**config.mk**
```make
export PLATFORM = sky130hd
export DESIGN_NAME = lcd_spi_if
export DESIGN_NICKNAME = d
export VERILOG_FILES = /design/src/rtl/lcd_if_pkg.sv /design/src/rtl/lcd_spi_byte_tx.sv /design/src/rtl/lcd_spi_if.sv
export SDC_FILE = /design/constraint.sdc
export NUM_CORES = 1
export LEC_CHECK = 0
export ABC_AREA = 1
export BUFFER_PORTS_ARGS = -buffer_cell sky130_fd_sc_hd__buf_2
export CAP_MARGIN = 20
export CORE_MARGIN = 3
export CORE_UTILIZATION = 58
export DETAILED_ROUTE_END_ITERATION = 7
export HOLD_SLACK_MARGIN = 0.1
export MAX_ROUTING_LAYER = met4
export PLACE_DENSITY = 0.75
export REMOVE_ABC_BUFFERS = 1
export SYNTH_ARGS = -nofsm -noshare
export SYNTH_HDL_FRONTEND = slang
export SYNTH_SLANG_ARGS = --single-unit
export TNS_END_PERCENT = 100
```
**constraint.sdc**
```tcl
create_clock -name clk_4M -period 3.05 [get_ports clk_4M]
set_input_delay 0.1525 -clock clk_4M [delete_from_list [all_inputs] [get_ports clk_4M]]
set_output_delay 0.1525 -clock clk_4M [all_outputs]
set_load 0.02 [all_outputs]
```
**src/rtl/lcd_if_pkg.sv**
```systemverilog
// Shared types and command ROM for the ILI9341 SPI responder.
package lcd_if_pkg;

  typedef enum logic [2:0] {
    ST_IDLE,
    ST_HW_RST_LO,
    ST_HW_RST_WAIT,
    ST_SEND_ROM,
    ST_DELAY,
    ST_STREAM,
    ST_FINISH
  } state_e;

  typedef struct packed {
    logic       is_cmd;
    logic       is_delay;
    logic [7:0] data;
  } rom_entry_t;

  localparam logic [4:0] INIT_START  = 5'd0;
  localparam logic [4:0] INIT_END    = 5'd6;
  localparam logic [4:0] PXCMD_START = 5'd7;
  localparam logic [4:0] PXCMD_END   = 5'd17;

  localparam logic [9:0] STREAM_BYTES = 10'd512;
  localparam logic [7:0] NOP_CMD      = 8'h00;
  localparam logic [7:0] RAMWR_CMD    = 8'h2C;

  // Full-frame window: columns 0..239 (0xEF), rows 0..319 (0x13F).
  function automatic rom_entry_t rom_lookup(input logic [4:0] idx);
    rom_entry_t e;
    case (idx)
      5'd0:    e = {1'b1, 1'b1, 8'h01};
      5'd1:    e = {1'b1, 1'b1, 8'h11};
      5'd2:    e = {1'b1, 1'b0, 8'h3A};
      5'd3:    e = {1'b0, 1'b0, 8'h55};
      5'd4:    e = {1'b1, 1'b0, 8'h36};
      5'd5:    e = {1'b0, 1'b0, 8'h48};
      5'd6:    e = {1'b1, 1'b0, 8'h29};
      5'd7:    e = {1'b1, 1'b0, 8'h2A};
      5'd8:    e = {1'b0, 1'b0, 8'h00};
      5'd9:    e = {1'b0, 1'b0, 8'h00};
      5'd10:   e = {1'b0, 1'b0, 8'h00};
      5'd11:   e = {1'b0, 1'b0, 8'hEF};
      5'd12:   e = {1'b1, 1'b0, 8'h2B};
      5'd13:   e = {1'b0, 1'b0, 8'h00};
      5'd14:   e = {1'b0, 1'b0, 8'h00};
      5'd15:   e = {1'b0, 1'b0, 8'h01};
      5'd16:   e = {1'b0, 1'b0, 8'h3F};
      5'd17:   e = {1'b1, 1'b0, RAMWR_CMD};
      default: e = '0;
    endcase
    return e;
  endfunction

endpackage

```
**src/rtl/lcd_spi_byte_tx.sv**
```systemverilog
// SPI mode-0 byte shifter: loads byte + dc on start, MSB first, done marks the final edge.
module lcd_spi_byte_tx
  import lcd_if_pkg::*;
#(
  parameter int unsigned HALF_PERIOD = 1
) (
  input  logic       clk_i,
  input  logic       rst_ni,
  input  logic       start_i,
  input  logic [7:0] data_i,
  input  logic       dc_i,
  output logic       sck_o,
  output logic       mosi_o,
  output logic       dc_o,
  output logic       done_o
);

  logic [7:0]  shreg_q;
  logic [2:0]  bit_q;
  logic        phase_q;
  logic [31:0] half_q;
  logic        busy_q;
  logic        sck_q;
  logic        mosi_q;
  logic        dc_q;

  assign sck_o  = sck_q;
  assign mosi_o = mosi_q;
  assign dc_o   = dc_q;
  // High during the last cycle of a byte, so the next start can land one idle cycle later.
  assign done_o = busy_q && phase_q && (bit_q == 3'd0) && (half_q == 32'd0);

  always_ff @(posedge clk_i) begin
    if (!rst_ni) begin
      shreg_q <= '0;
      bit_q   <= '0;
      phase_q <= 1'b0;
      half_q  <= '0;
      busy_q  <= 1'b0;
      sck_q   <= 1'b0;
      mosi_q  <= 1'b0;
      dc_q    <= 1'b0;
    end else if (busy_q) begin
      if (half_q != 32'd0) begin
        half_q <= half_q - 32'd1;
      end else begin
        half_q <= HALF_PERIOD - 1;
        if (!phase_q) begin
          sck_q   <= 1'b1;
          phase_q <= 1'b1;
        end else begin
          sck_q   <= 1'b0;
          phase_q <= 1'b0;
          if (bit_q == 3'd0) begin
            busy_q <= 1'b0;
            mosi_q <= 1'b0;
          end else begin
            bit_q   <= bit_q - 3'd1;
            shreg_q <= {shreg_q[6:0], 1'b0};
            mosi_q  <= shreg_q[6];
          end
        end
      end
    end else if (start_i) begin
      shreg_q <= data_i;
      mosi_q  <= data_i[7];
      dc_q    <= dc_i;
      bit_q   <= 3'd7;
      phase_q <= 1'b0;
      half_q  <= HALF_PERIOD - 1;
      busy_q  <= 1'b1;
    end
  end

endmodule

```
**src/rtl/lcd_spi_if.sv**
```systemverilog
// LCD begin/busy responder: panel init, window setup and 512-byte pixel streaming over SPI.
// Build option LCD_STREAM_BYTE_SWAP_EN swaps each stream byte pair on the wire.
module lcd_spi_if
  import lcd_if_pkg::*;
#(
  parameter int unsigned HALF_PERIOD     = 1,
  parameter int unsigned RST_LOW_CYC     = 40000,
  parameter int unsigned RST_WAIT_CYC    = 480000,
  parameter int unsigned SLPOUT_WAIT_CYC = 20000
) (
  input  logic       clk_4M,
  input  logic       rst_n,
  input  logic       if_init,
  input  logic       if_send_px_cmd,
  input  logic       if_stream,
  input  logic       if_end_of_frame,
  input  logic       if_begin,
  output logic       if_busy,
  input  logic [7:0] px_byte,
  input  logic       px_valid,
  output logic       px_ready,
  output logic       lcd_sck,
  output logic       lcd_mosi,
  output logic       lcd_cs_n,
  output logic       lcd_dc,
  output logic       lcd_rst_n
);

  state_e      state_q;
  logic        armed_q, eof_q, busy_q, cs_n_q, lcd_rst_q, px_ready_q;
  logic        tx_start_q, tx_dc_q, inflight_q, nop_q;
  logic [7:0]  tx_data_q;
  logic [4:0]  rom_idx_q, rom_end_q;
  logic [31:0] timer_q;
  logic [9:0]  cnt_q;
`ifdef LCD_STREAM_BYTE_SWAP_EN
  logic        swap_pend_q;
  logic [7:0]  hold_q;
`endif

  rom_entry_t  rom_cur;
  logic        accept, accept_tx, tx_start, tx_dc, tx_done, rom_last;
  logic [7:0]  tx_data;

  assign rom_cur  = rom_lookup(rom_idx_q);
  assign rom_last = (rom_idx_q == rom_end_q);
  assign accept   = px_ready_q && px_valid;
`ifdef LCD_STREAM_BYTE_SWAP_EN
  assign accept_tx = accept && cnt_q[0];
`else
  assign accept_tx = accept;
`endif
  // Accepted pixel bytes go straight into the shifter to keep a single idle cycle between bytes.
  assign tx_start = tx_start_q | accept_tx;

  always_comb begin
    tx_data = tx_data_q;
    tx_dc   = tx_dc_q;
    if (accept_tx) begin
      tx_data = px_byte;
      tx_dc   = 1'b1;
    end else if (state_q == ST_SEND_ROM) begin
      tx_data = rom_cur.data;
      tx_dc   = ~rom_cur.is_cmd;
    end
  end

  lcd_spi_byte_tx #(.HALF_PERIOD(HALF_PERIOD)) u_tx (
    .clk_i   (clk_4M),
    .rst_ni  (rst_n),
    .start_i (tx_start),
    .data_i  (tx_data),
    .dc_i    (tx_dc),
    .sck_o   (lcd_sck),
    .mosi_o  (lcd_mosi),
    .dc_o    (lcd_dc),
    .done_o  (tx_done)
  );

  assign if_busy   = busy_q;
  assign px_ready  = px_ready_q;
  assign lcd_cs_n  = cs_n_q;
  assign lcd_rst_n = lcd_rst_q;

  always_ff @(posedge clk_4M) begin
    if (!rst_n) begin
      state_q <= ST_IDLE;    armed_q <= 1'b1;   eof_q <= 1'b0;
      busy_q <= 1'b0;        cs_n_q <= 1'b1;    lcd_rst_q <= 1'b1;
      px_ready_q <= 1'b0;    tx_start_q <= 1'b0; tx_dc_q <= 1'b0;
      tx_data_q <= '0;       rom_idx_q <= '0;   rom_end_q <= '0;
      timer_q <= '0;         cnt_q <= '0;       inflight_q <= 1'b0;
      nop_q <= 1'b0;
`ifdef LCD_STREAM_BYTE_SWAP_EN
      swap_pend_q <= 1'b0;   hold_q <= '0;
`endif
    end else begin
      tx_start_q <= 1'b0;
      if (!if_begin) armed_q <= 1'b1;
      case (state_q)
        ST_IDLE: if (armed_q && if_begin) begin
          armed_q <= 1'b0;
          busy_q  <= 1'b1;
          eof_q   <= if_end_of_frame;
          if (if_init) begin
            state_q   <= ST_HW_RST_LO;
            lcd_rst_q <= 1'b0;
            timer_q   <= RST_LOW_CYC - 1;
          end else if (if_send_px_cmd) begin
            state_q    <= ST_SEND_ROM;
            cs_n_q     <= 1'b0;
            rom_idx_q  <= PXCMD_START;
            rom_end_q  <= PXCMD_END;
            tx_start_q <= 1'b1;
          end else if (if_stream) begin
            state_q    <= ST_STREAM;
            cs_n_q     <= 1'b0;
            cnt_q      <= '0;
            px_ready_q <= 1'b1;
            inflight_q <= 1'b0;
            nop_q      <= 1'b0;
`ifdef LCD_STREAM_BYTE_SWAP_EN
            swap_pend_q <= 1'b0;
`endif
          end else begin
            state_q <= ST_FINISH;
          end
        end
        ST_HW_RST_LO: begin
          if (timer_q == 32'd0) begin
            state_q   <= ST_HW_RST_WAIT;
            lcd_rst_q <= 1'b1;
            timer_q   <= RST_WAIT_CYC - 1;
          end else timer_q <= timer_q - 32'd1;
        end
        ST_HW_RST_WAIT: begin
          if (timer_q == 32'd0) begin
            state_q    <= ST_SEND_ROM;
            cs_n_q     <= 1'b0;
            rom_idx_q  <= INIT_START;
            rom_end_q  <= INIT_END;
            tx_start_q <= 1'b1;
          end else timer_q <= timer_q - 32'd1;
        end
        ST_SEND_ROM: if (tx_done) begin
          if (rom_cur.is_delay) begin
            state_q <= ST_DELAY;
            timer_q <= SLPOUT_WAIT_CYC - 1;
          end else if (rom_last) begin
            state_q <= ST_FINISH;
            cs_n_q  <= 1'b1;
          end else begin
            rom_idx_q  <= rom_idx_q + 5'd1;
            tx_start_q <= 1'b1;
          end
        end
        ST_DELAY: begin
          if (timer_q != 32'd0) begin
            timer_q <= timer_q - 32'd1;
          end else if (rom_last) begin
            state_q <= ST_FINISH;
            cs_n_q  <= 1'b1;
          end else begin
            state_q    <= ST_SEND_ROM;
            rom_idx_q  <= rom_idx_q + 5'd1;
            tx_start_q <= 1'b1;
          end
        end
        ST_STREAM: begin
          if (accept) begin
            px_ready_q <= 1'b0;
            cnt_q      <= cnt_q + 10'd1;
`ifdef LCD_STREAM_BYTE_SWAP_EN
            if (!cnt_q[0]) hold_q <= px_byte;
            else begin
              inflight_q  <= 1'b1;
              swap_pend_q <= 1'b1;
            end
`else
            inflight_q <= 1'b1;
`endif
          end else if (inflight_q) begin
            if (tx_done) begin
              if (nop_q) begin
                state_q    <= ST_FINISH;
                cs_n_q     <= 1'b1;
                inflight_q <= 1'b0;
              end
`ifdef LCD_STREAM_BYTE_SWAP_EN
              else if (swap_pend_q) begin
                swap_pend_q <= 1'b0;
                tx_start_q  <= 1'b1;
                tx_data_q   <= hold_q;
                tx_dc_q     <= 1'b1;
              end
`endif
              else if (cnt_q == STREAM_BYTES) begin
                if (eof_q) begin
                  nop_q      <= 1'b1;
                  tx_start_q <= 1'b1;
                  tx_data_q  <= NOP_CMD;
                  tx_dc_q    <= 1'b0;
                end else begin
                  state_q    <= ST_FINISH;
                  cs_n_q     <= 1'b1;
                  inflight_q <= 1'b0;
                end
              end else begin
                inflight_q <= 1'b0;
                px_ready_q <= 1'b1;
              end
            end
          end else if (cnt_q != STREAM_BYTES) begin
            px_ready_q <= 1'b1;
          end
        end
        ST_FINISH: begin
          busy_q     <= 1'b0;
          px_ready_q <= 1'b0;
          state_q    <= ST_IDLE;
        end
        default: state_q <= ST_IDLE;
      endcase
    end
  end

endmodule

```
### Yosys cells after proc, flatten, opt, wreduce, memory -nomap -nowiden

Memories as Yosys holds them, arrays and structs flattened. A register that Yosys moved wholly into a read port is not among the register bits.
Index checks and enable logic that the tools add are counted.

* output and inout port bits: 7
* logic and storage cells: 249
* bits in read-only memories: 320
* memories: 1
* input port bits: 16
* register bits after elaboration: 111
* RAM bits: 0
* bits in latches: 0

Memory list
* (name not given): words 32, width 10, read ports 1, clocked after Yosys merged registers in 1, write ports 0, line lcd_if_pkg.sv:32 `case (idx)`

* $add $sub $neg: 5
* $mul: 0
* equality and inequality tests: 38
* reduce and logical (&&, ||, !) cells: 37
* bitwise gates (word level): 4
* magnitude comparators: 0
* div/mod/pow operators: 0
* shift-type cells: 0
* mux-type cells: 142

Operators with widths (number)
* $mux 32: 10
* $pmux 32 s5: 1
* $mux 1: 72
* $mux 5: 14
* $logic_not 32->1: 2
* $reduce_bool 32->1: 2
* $sub 32x1->32 const B: 2
* $mux 3: 21
* $mux 10: 5
* $ne 2x2->1 const B: 20
* $mux 7: 5
* $pmux 10 s2: 1
* $pmux 5 s4: 1
* $pmux 3 s6: 1
* $mux 8: 2
* $ne 4x4->1 const B: 4
* $reduce_and 8->1: 2
* $reduce_and 13->1: 1
* $ne 3x3->1 const B: 4
* $reduce_and 11->1: 1
* $add 10x1->10 const B: 1
* $eq 10x10->1 const B: 1
* $ne 10x10->1 const B: 1
* $pmux 1 s5: 2
* other kinds (26): 50

### Longest topological paths before layout

* word-level depth: 7
* mapped depth: 22

### By module

A second synthesis with hierarchy kept.

* cells, all modules: 1158
* area, all modules: 7317.0 um^2

By module, submodules not included
* lcd_spi_if: area each 4560.6 um^2, instances 1, sequential area each 1421.4 um^2, cells each 724
* lcd_spi_byte_tx: area each 2756.4 um^2, instances 1, sequential area each 940.9 um^2, cells each 434

### Least setup slack after synthesis

Ideal clock, no wire load.

* path type: reg2reg
* start point: register u_tx.half_q[0]
* end point: register, netlist name rom_cur[1]
* arrival: 2291 ps
* path buffers: 0
* stages on the path, launching flop included: 20
* clock period less this slack: 2417 ps
* slack: 633 ps
* cells stage by stage: dfxtp_1 > inv_1 > ha_1 > nand2_2 > nor2_4 > nand2_1 > nor2_2 > nand2_1 > nand2_2 > nand2_2 > nor2_8 > nand2_1 > o21ai_1 > nand2_1 > inv_1 > ha_1 > nand2_1 > nand2_1 > nand2_1 > nand3_1

* longest elaborated chain between the ends: 6

Ends and longest elaborated chain
* start: declaration: line lcd_spi_byte_tx.sv:21 `logic [31:0] half_q;`
* start signal: assignment: line lcd_spi_byte_tx.sv:45 `half_q <= half_q - 32'd1;`
* start signal: assignment: line lcd_spi_byte_tx.sv:47 `half_q <= HALF_PERIOD - 1;`
* start signal: assignment: line lcd_spi_byte_tx.sv:70 `half_q <= HALF_PERIOD - 1;`
* $logic_not 32->1: line lcd_spi_byte_tx.sv:31 `assign done_o = busy_q && phase_q && (bit_q == 3'd0) && (half_q == 32'd0);`
* $logic_and 1x1->1: line lcd_spi_byte_tx.sv:31
* $ne 2x2->1 (no line)
* $reduce_and 8->1 (no line)
* $mux 5 (no line) (2 in series)

No other way between the ends.
A chain may end at the register's enable or synchronous reset.

### Worst setup path in the final report

* start point: register u_tx.half_q[0]
* end point: register, netlist name rom_cur[9]

* longest elaborated chain between the ends: 6

Ends and longest elaborated chain (line)
* $logic_not 32->1: lcd_spi_byte_tx.sv:31
* $logic_and 1x1->1: lcd_spi_byte_tx.sv:31
* $ne 2x2->1 (no line)
* $reduce_and 8->1 (no line)
* $mux 5 (no line) (2 in series)

No other way between the ends.

==> flow_summary.toml <==
[outcome]
status = "finished clean"

[global_routing]
grt_max_degree = 57
groute.usage.overall_pct = 26.7
antenna_found_initial = 0
grt_pass1_vias = 6187
grt-ovfl-total = 0
grt_first_pass_wirelength_um = 28400

[sta]
max_slew_margin_pct = 55.2
rsz0062_at_grt = "false"
hold_violations = 0
fin_skew_ns = 0.00859
whs_ns = 0.139
tns_ns = 0
min_period_ns = 2.74
fin_crit_sh_pct = 89.9
final-max-slew-violation-count = 0
worst_pin_slew_ns = 0.672
setup_viol = 0
fmax_ghz = 0.365

[yosys]
avgSynthCellArea_um2 = 6.65
async_flop_share_pct = 0
syn_inst = 1066
ys_types = 53
ys.flop_type = "dfxtp_1"
synth-edff-count = 0
synth.most_common_cell = "nand2_1"
ys_ff_latch = 118
syn_area_mm2 = 0.00709
synth_area_leader_cell = "dfxtp_1"
synth_warnings = 0
ys_top_cells_by_area = "dfxtp_1 33%, nand2_1 12%, nor2_1 7.3%"
synthTopCellsByCount = "229 x nand2_1, 138 x nor2_1, 118 x dfxtp_1, 115 x inv_1, 86 x a21oi_1"
synth_top_area_share_pct = 33.3
ys_seq_area_share_pct = 33.3

[die]
die-area_mm2 = 0.0136
coreArea_mm2 = 0.0117
boundaryPins = 23
start_util_pct = 60.8
die_h_um = 117
dieWidth_um = 117
rows = 39

[clock_network]
clkSinkCount = 118
cts_tree = "done"
clkSlewWorstSetupHoldPaths_ns = 0.05
htree_levels = 4
clkLatencyLatePin_ns = 0.42
cts-buffers-inserted = 17
root_buffer = "clkbuf_16"
postCtsSetupRepairBufs = 0
cts_buffer_depth = 2

[route]
post_drt_wl_per_cell_um = 13.2
num_vias = 6829
vias_per_cell = 5.48
wl_um = 16500
ant_nets = 0
drc_errors = 0
dr.pass1.iters = 5
drt_iter0_markers = 705

[placed_design]
dp_hpwl_um = 11700
routabilityCongestion = 0.934
numPortBuffers = 22

[finish]
n_antenna_cell = 0
fin_nets = 1124
multi_input_area_mm2 = 0.00411
syn2layout_area_growth_pct = 11.4
seq_area_mm2 = 0.00236
layout-drive-gt1-share_pct = 12.8
n_fill_cell = 1057

[critical_path]
critical-path-max-stage-delay_ns = 0.29
critPathMaxFanout = 7
crit_path_top_delay_cell = "dfxtp_1"
worstPathCellList = "inv_1 > ha_1 > nand2_2 > nor2_4 > nand2_1 > nor2_2 > nand2_1 > nand2_2 > nand2_2 > nor2_8 > nand2_1 > o21ai_1 > nand2_2 > inv_1 > ha_1 > inv_1 > nand3_1 > nand2_1 > nor2_1 > nor2_1"
required_ns = 3.36
start_kind = "flip-flop"
rrSetupSlack_ns = 0.31
criticalPathCategory = "flip-flop to flip-flop"
end_kind = "flip-flop"
arrival_ns = 3.05

[power]
ir_worst_vdd_v = 0.000690
finalPower_mw = 10.5
p_leak_nw = 3.51
p_per_area_mw_per_mm2 = 1330

[job]
drv_cap = 0

[min_path]
worstHoldPathType = "input port to flip-flop"
-- through the flow --
stage	area [um2]	cells	worst slack (ns)	utilization, %
detailed placement	7310	1212	0.267	62.7
global route	7900	1246	0.00757	67.8
finish	7900	1246	0.308	67.8
CTS	7890	1246	0.239	67.7
floorplan	6960	1039	0.288	-
global placement	7310	1212	0.347	62.7
-- state kept, by name, indices dropped and copies added (netlist names), 2 cells and up --
register	count
timer_q	32
rom_end_q	2
state_q	3
rom_cur	10
u_tx.half_q	32
rom_idx_q	5
u_tx.bit_q	3
cnt_q	10
u_tx.shreg_q	7
-- placed cells by master, fill, tap and decap left out, drive strengths merged, types with 4 or more instances in the layout --
| cell | synthesis | layout |
|---|---|---|
| clkinv | 0 | 6 |
| nor2 | 162 | 162 |
| nand2 | 246 | 246 |
| dfxtp | 118 | 118 |
| nand3 | 58 | 58 |
| nor3 | 33 | 33 |
| nand4 | 15 | 15 |
| xnor2 | 10 | 10 |
| o21a | 5 | 5 |
| clkbuf | 16 | 20 |
| nor4 | 10 | 10 |
| buf | 11 | 30 |
| a21oi | 89 | 89 |
| o21ai | 86 | 86 |
| inv | 131 | 131 |
| o211ai | 4 | 4 |
| a31oi | 14 | 14 |
| dlygate4sd3 | 0 | 4 |
| xor2 | 10 | 10 |
| nor3b | 5 | 5 |
| ha | 16 | 16 |
-- power breakdown --
group	leakage, nW	switching (mW)	internal, mW
sequential	0.962	0.439	2.03
clock	0.265	0.682	1.18
combinational	2.29	4.09	2.12
-- layer usage --
| layer | GRT usage, % | routed length (um) | up-vias | part of all wire, % |
|---|---|---|---|---|
| met5 | - | 0 | - | 0 |
| met4 | 7.87 | 201 | 0 | 1.2 |
| met3 | 5.54 | 863 | 22 | 5.2 |
| met2 | 42.1 | 7570 | 176 | 46 |
| met1 | 34.8 | 7850 | 3080 | 48 |
| li1 | - | - | 3551 | - |
-- path summary, 6_finish.rpt --
path,start,endpoint,cells after the start
setup / recovery,u_tx.half_q[0]$_SDFFE_PN0P_,rom_cur[9]$_DFF_P_,20
hold / removal,px_byte[1],u_tx.shreg_q[1]$_SDFFE_PN0P_,5
setup reg to reg,u_tx.half_q[0]$_SDFFE_PN0P_,rom_cur[9]$_DFF_P_,20
hold reg to reg,u_tx.shreg_q[0]$_SDFFE_PN0P_,u_tx.shreg_q[0]$_SDFFE_PN0P_,2
-- cells by family (layout without fill, tap and decap cells) --
family / after synthesis / in the layout / share of synthesized area (%)
buffers and inverters: 158 / 195 / 8.82
flip-flops: 118 / 118 / 33.3
AO/OA/AOI/OAI: 218 / 218 / 17.5
adder cells (fa/ha/maj): 16 / 16 / 2.82
XOR/XNOR: 20 / 20 / 2.47
AND/OR/NAND/NOR: 536 / 536 / 35.1
-- area by class of cell --
cell class	instances	share of cell area, %
clock buffers	20	5.53
clock inverters	10	1.38
inverters	131	6.22
multi-input cells	790	52.1
flip-flops and latches	118	29.9
well taps	143	2.26
repair buffers	34	2.66
-- worst max-delay path, delay by kind of cell, from the launching register on --
kind | cells | cell delay (ns)
AO/OA/AOI/OAI | 1 | 0.12
adder cells (fa/ha/maj) | 2 | 0.43
AND/OR/NAND/NOR | 14 | 1.47
flip-flops | 1 | 0.29
buffers and inverters | 3 | 0.32
-- what timing repair did --
| item | in CTS | in global routing |
|---|---|---|
| endpoints found under the setup margin | 0 | 4 |
| hold endpoints to repair | 4 | 0 |
| hold buffers | 4 | 0 |
| resized for setup | 0 | 2 |
No activity file was read; power rests on OpenSTA's default activity.
